==> src/rtl/prbs_sat_counter.sv <==
// Saturating up-counter with synchronous clear; clear beats increment.
module prbs_sat_counter #(
    parameter int W = 32
) (
    input  logic         clk,
    input  logic         reset_n,
    input  logic         inc,
    input  logic         clr,
    output logic [W-1:0] cnt
);

    // Count up to all-ones and hold there; clr forces zero.
    // NOTE: registers use non-blocking assignments so every flop samples pre-edge values.
    always_ff @(posedge clk or negedge reset_n) begin
        if (!reset_n) begin
            cnt <= '0;
        end else if (clr) begin
            cnt <= '0;
        end else if (inc && (cnt != '1)) begin
            cnt <= cnt + {{(W-1){1'b0}}, 1'b1};
        end
    end

endmodule

==> config.mk <==
export PLATFORM = sky130hd
export DESIGN_NAME = prbs_sat_counter
export DESIGN_NICKNAME = d
export VERILOG_FILES = /design/src/rtl/prbs_sat_counter.sv
export SDC_FILE = /design/constraint.sdc
export NUM_CORES = 1
export LEC_CHECK = 0
export CORE_MARGIN = 3
export CORE_UTILIZATION = 45
export CTS_CLUSTER_SIZE = 25
export DETAILED_ROUTE_END_ITERATION = 10
export PLACE_DENSITY = 0.68
export SKIP_LAST_GASP = 1
export SLEW_MARGIN = 20
export SYNTH_ARGS = -nofsm -noshare
export SYNTH_HDL_FRONTEND = slang
export SYNTH_SLANG_ARGS = --single-unit
==> constraint.sdc <==
create_clock -name clk -period 4.6 [get_ports clk]
set_clock_uncertainty 0.1 [all_clocks]
set_input_delay 0.46 -clock clk [delete_from_list [all_inputs] [get_ports clk]]
set_output_delay 0.46 -clock clk [all_outputs]
set_load 0.005 [all_outputs]
==> results of run 1 <==
-- layer usage --
metal | vias up | GRT usage, % | part of all wire [%]
met3 | 2 | 4.46 | 4.2
met1 | 747 | 24.6 | 44
met4 | 0 | 4.47 | 0.43
met5 | - | 0 | 0
met2 | 37 | 33.8 | 51
li1 | 787 | - | -
-- worst max-delay path: cells and delay by family (launching register included) --
family          cells  cell delay (ns)
compound gates      1             0.53
fa+ha+maj           1             0.25
flops               1             0.43
mux                 1             0.29
simple gates        3             0.82
-- cell type report --
cell class	count	area [µm²]	area share, %
well taps	48	60.1	2.57
multi-input cells	152	995	42.6
flip-flops and latches	32	801	34.3
inverters	7	26.3	1.12
clock buffers	8	90.1	3.85
repair buffers	37	365	15.6
-- power by group through the flow --
stage          Combinational, W  Clock (W)  Sequential, W
2_1_floorplan         0.0000125          0       0.000291
3_3_place_gp          0.0000276          0       0.000291
3_5_place_dp          0.0000283          0       0.000291
4_1_cts               0.0000285   0.000229       0.000286
5_1_grt               0.0000317   0.000243       0.000286
6_report              0.0000279   0.000222       0.000286
-- per-stage QoR --
step,hold slack (ns),instance area [µm²]
floorplan,0.0644,1850
global placement,0.468,2250
detailed placement,0.474,2250
CTS,0.498,2340
global route,0.518,2340
finish,0.481,2340
-- cells by family (layout without fill, tap and decap cells) --
kind of cell    count (synthesis)  in the layout  synth area share [%]
fa+ha+maj                       1              1                 0.675
flops                          32             32                  43.2
mux                             7              7                  4.39
compound gates                 32             32                  11.9
simple gates                   99             99                  30.5
xor+xnor                       13             13                  6.14
buf+inv                        14             52                  3.17
-- placed cells by master (no fill, tap or decap), drive strengths merged, types with 2 or more instances in the layout --
master         instances
a21o                   3
o31ai                  3
and2                   3
nand4                  7
a21oi                 11
nor2b                  6
nand3                 13
xor2                   3
clkbuf                 8
inv                    7
nand2b                 2
o21ai                  4
xnor2                 10
nor3                   4
buf                    2
dfrtp                 32
nor2                  26
mux2                   6
nor4                   7
and3                   8
or3                    5
a211oi                 5
clkdlybuf4s50         35
nand2                 11
a31o                   2
or4                    3
a31oi                  2
-- path summary, 6_finish.rpt --
kind | start | end | slack [ns] | cells past startpoint
worst max-delay path | cnt[0] | cnt[31] | 2.06 | 6
worst min-delay path | reset_n | cnt[0] | 0.48 | 2
worst max register to register | cnt[0] | cnt[31] | 2.06 | 6
worst min register to register | cnt[28] | cnt[28] | 0.49 | 2
max in group asynchronous | reset_n | cnt[3] | 3.60 | 2
min in group clk | cnt[28] | cnt[28] | 0.49 | 2
==> impl_results.md, run 1 <==
- Outcome: finished clean
- Largest net degree at the start of global routing: 41
- Final net count: 240
- Sequential area share after synthesis: 43.2%
- Distinct cells, synth: 42
- Grt ovf: 0
- Layout cells sized above 1: 10.2%
- Combinational Power Share: 5.2%
- Switching Share: 22.3%
- PostCTS Resize Cnt: 0
- Kind of end point of the critical path: flip-flop
- Switching pwr: 0.000119 W
- Crit path DAT: 2.60 ns
- Seq pwr share: 53.4%
- Initial drt markers: 104
- Total GRT Usage: 19.5%
- Fin worst setup slack: 2.06 ns
- PortBufs: 35
- CTS tree: done
- Slowest cell delay on critical path: 0.53 ns
- Post-synth EDFFs: 0
- Fmax: 393 MHz
- Worst hold path type: in2async
- VDD IR-drop max: 0.000158 V
- Crit start category: flip-flop
- Vias in the first global route: 1632
- CTS H-tree lvls: 2
- Filler cell count: 333
- Diode count: 0
- Max_cap viols: 0
- Clock Root Buffer: clkbuf_8
- Synthesis Warnings: 0
- TritonCTS buffer count: 5
- Total Wirelength: 4420 µm
- Clock sink count: 32
- Final Critical Period: 2.54 ns
- Final Util: 61.1%
- Hold_buf cts: 0
- Die ar.: 4930 µm²
- Max-slew violation count: 0
- Pwr/cell area: 229 nW/µm²
- Synth top area cells: dfrtp_1 (43%), nor2_1 (5.3%), xnor2_1 (4.7%)
- Core area: 3830 µm²
- CTS max path bufs: 2
- Leakage: 0.921 nW
- Clk slew on worst S/H paths: 0.07 ns
- Overall die width: 70.2 µm
- Cell area after synthesis: 1850 µm²
- Ys flop type: dfrtp_1
- Skew-Pair Late Insertion Delay: 0.28 ns
- Count leader, synth: dfrtp_1
- Largest reg by FF count: cnt
- Dpl ws: 1.94 ns
- Synth Register Bits: 32
- Synth cell count leaders: dfrtp_1 (32), nor2_1 (26), nand3_1 (12), a21oi_1 (11), nand2_1 (11)
- CP cell instances: ha_1 > nand4_1 > nor4_2 > a21o_1 > nor4_1 > mux2_2
- First-pass GRT wire length: 7750 µm
- Syn_area_per_cell: 9.37 µm²
- CP max-delay cell: a21o_1
- Layout area overhead: 26.0%
- Pint: 0.000416 W
- RSZ-0062 raised after global routing: false
- Via Count: 1573
- HPWL after DPL: 3090 µm
- Post-CTS Setup Repair Bufs: 0
- DRC violation count after routing: 0
- Yosys top cell area share: 43.2%
- Ys async rst share: 100%
- Initial antenna violation count: 0
- CP Class: reg2reg
- # IOs: 36
- Clock Power Share: 41.4%
- Mapped Nets: 203
- Final Hold Fails: 0
- Max reg flops: 32
- Top Registers: cnt: 32 flops
- Non-Filler Instances: 284
- Critical Path Fanout Max: 19
- Syn Inst Count: 198
- Yosys top cell by area: dfrtp_1
- Vias/cell: 5.54
- 1st-pass router iterations: 4
- Final setup vio count: 0
- TNS Setup: 0 ns
- Post-DRT Antenna Nets: 0
- Rows: 22
- Rel. slew slack: 48.7%
- Final worst-path cycle share: 55.3%
- Wire per inst: 15.6 µm
- DP Cell Count: 276
- Starting density of the core: 48.5%
- Die Ht: 70.2 µm
- Slew @ Worst Pin: 0.763 ns
- GPL Wtd Cong: 0.797
- Req. time, crit path: 4.66 ns
- Final Power: 0.000536 W
Note: power is estimated with default switching activity, not from simulation.
==> run 2, diff against run 1 <==
PLACE_DENSITY = 0.71   (was 0.68)
clock period = 2.12 ns   (was 4.6 ns; I/O delays follow)
==> run 2 against run 1 <==
  * Die area is the same
  * Via count grew 7.6%
  * First-iteration DRC count grew 23%
  * Fmax grew 26%
==> impl_results.md, run 2 (synthesis results as in run 1) <==
- Outcome: finished clean
- Final setup vio count: 0
- Layout area overhead: 38.5%
- Crit path DAT: 2.09 ns
- Via Count: 1693
- Leakage: 1.07 nW
- Overall die width: 70.2 µm
- Largest reg by FF count: cnt
- Critical Path Fanout Max: 11
- PostCTS Resize Cnt: 0
- Layout cells sized above 1: 20.5%
- CP cell instances: ha_1 > nand4_1 > nor4_2 > a21o_1 > nor4_1 > mux2_2
- Leading cell type in the layout, fill and taps excluded: clkdlybuf4s50_1
- Total GRT Usage: 18.7%
- Total Wirelength: 4320 µm
- Die ar.: 4930 µm²
- Hold_buf cts: 0
- Pwr/cell area: 491 nW/µm²
- CP max-delay cell: dfrtp_1
- Fmax: 497 MHz
- Worst hold path type: in2async
- HPWL after DPL: 3180 µm
- Final Critical Period: 2.01 ns
- Non-Filler Instances: 311
- Top Registers: cnt: 32 flops
- Reg-to-reg endpoint: cnt[29]
- # IOs: 36
- Initial antenna violation count: 0
- DRC violation count after routing: 0
- 1st-pass router iterations: 4
- Initial drt markers: 128
- RSZ-0062 raised after global routing: true
- Starting density of the core: 48.5%
- Rows: 22
- Max reg flops: 32
- Post-DRT Antenna Nets: 0
- Worst r2r path cells: 6
- CP Class: reg2reg
- Crit start category: flip-flop
- TritonCTS buffer count: 5
- Flop2flop setup slack: 0.11 ns
- Slew @ Worst Pin: 0.487 ns
- VDD IR-drop max: 0.000355 V
- Skew-Pair Late Insertion Delay: 0.29 ns
- PortBufs: 35
- Most frequent cells in the layout: clkdlybuf4s50_1 (35), dfrtp_1 (32), buf_4 (29), nor2_1 (26), nand3_1 (12)
- Vias in the first global route: 1615
- Core area: 3830 µm²
- Grt ovf: 0
- Req. time, crit path: 2.20 ns
- First-pass GRT wire length: 7390 µm
- CTS H-tree lvls: 2
- CTS tree: done
- Max-slew violation count: 0
- Reg-to-reg startpoint: cnt[0]
- Largest net degree at the start of global routing: 33
- WP buf/inv: 0
- Final Util: 67.1%
- Reg area: 801 µm²
- CP delay by family, top: simple AND/OR/NAND/NOR gates
- Clk slew on worst S/H paths: 0.07 ns
- DP Cell Count: 303
- CTS max path bufs: 2
- Diode count: 0
- Max_cap viols: 0
- Post-CTS Setup Repair Bufs: 0
- GPL Wtd Cong: 0.786
- Slowest cell delay on critical path: 0.38 ns
- Final net count: 267
- Wire per inst: 13.9 µm
- Final worst-path cycle share: 95.0%
- Die Ht: 70.2 µm
- Final Hold Fails: 0
- Vias/cell: 5.44
- Rel. slew slack: 67.3%
- Kind of end point of the critical path: flip-flop
- Multi-input gate area: 1010 µm²
- Clock Root Buffer: clkbuf_8
- Clock sink count: 32
- Filler cell count: 325
## run 2: report_power, final
group	total, W	internal, W	switching (W)
combinational	0.0000746	0.0000329	0.0000417
sequential	0.000617	0.000615	0.00000232
clock	0.000569	0.000348	0.000220
total	0.00126	0.000996	0.000264
## run 2: how the worst max path moves through the flow
stage	start	to	slack (ns)	cells past startpoint
after global routing	cnt[0]	cnt[29]	-0.005	6
after detailed placement	inc	cnt[31]	-0.09	6
final	cnt[0]	cnt[29]	0.11	6
after CTS	cnt[11]	cnt[31]	0.06	4
after global placement	inc	cnt[31]	-0.03	6
after floorplan	cnt[0]	cnt[31]	0.07	7
## run 2: layer usage
metal	track usage [%]	vias to the layer above	wire length (µm)
met5	0	-	0
met2	27.9	46	1970
met3	6.62	4	223
met1	25.8	797	2100
li1	-	846	-
met4	5.11	0	30
## run 2: worst register-to-register path: cells and delay by family (launching register included)
| family | cells | cell delay (ns) |
|---|---|---|
| AOI/OAI and AO/OA | 1 | 0.31 |
| and+or+nand+nor | 3 | 0.52 |
| muxes | 1 | 0.37 |
| DFF | 1 | 0.38 |
| adders and majority gates | 1 | 0.22 |
## run 2: layout make-up
type                       instances  share of cell area, %
multi-input combinational        152                   39.2
sequential                        32                   31.2
timing repair buffer              64                   22.1
clock buffer                       6                   2.83
tap                               48                   2.34
clock inverter                     2                   1.36
inverter                           7                   1.02
## run 2: metrics by stage
stage	area (µm²)	setup slack (ns)	setup TNS, ns	power, W	hold slack, ns
floorplan	1850	0.0696	0	0.000658	-0.184
global placement	2450	-0.0291	-0.0291	0.000703	0.472
detailed placement	2450	-0.0860	-0.187	0.000704	0.481
CTS	2560	0.0607	0	0.00127	0.229
global route	2570	-0.00530	-0.00530	0.00131	0.240
finish	2570	0.106	0	0.00126	0.212
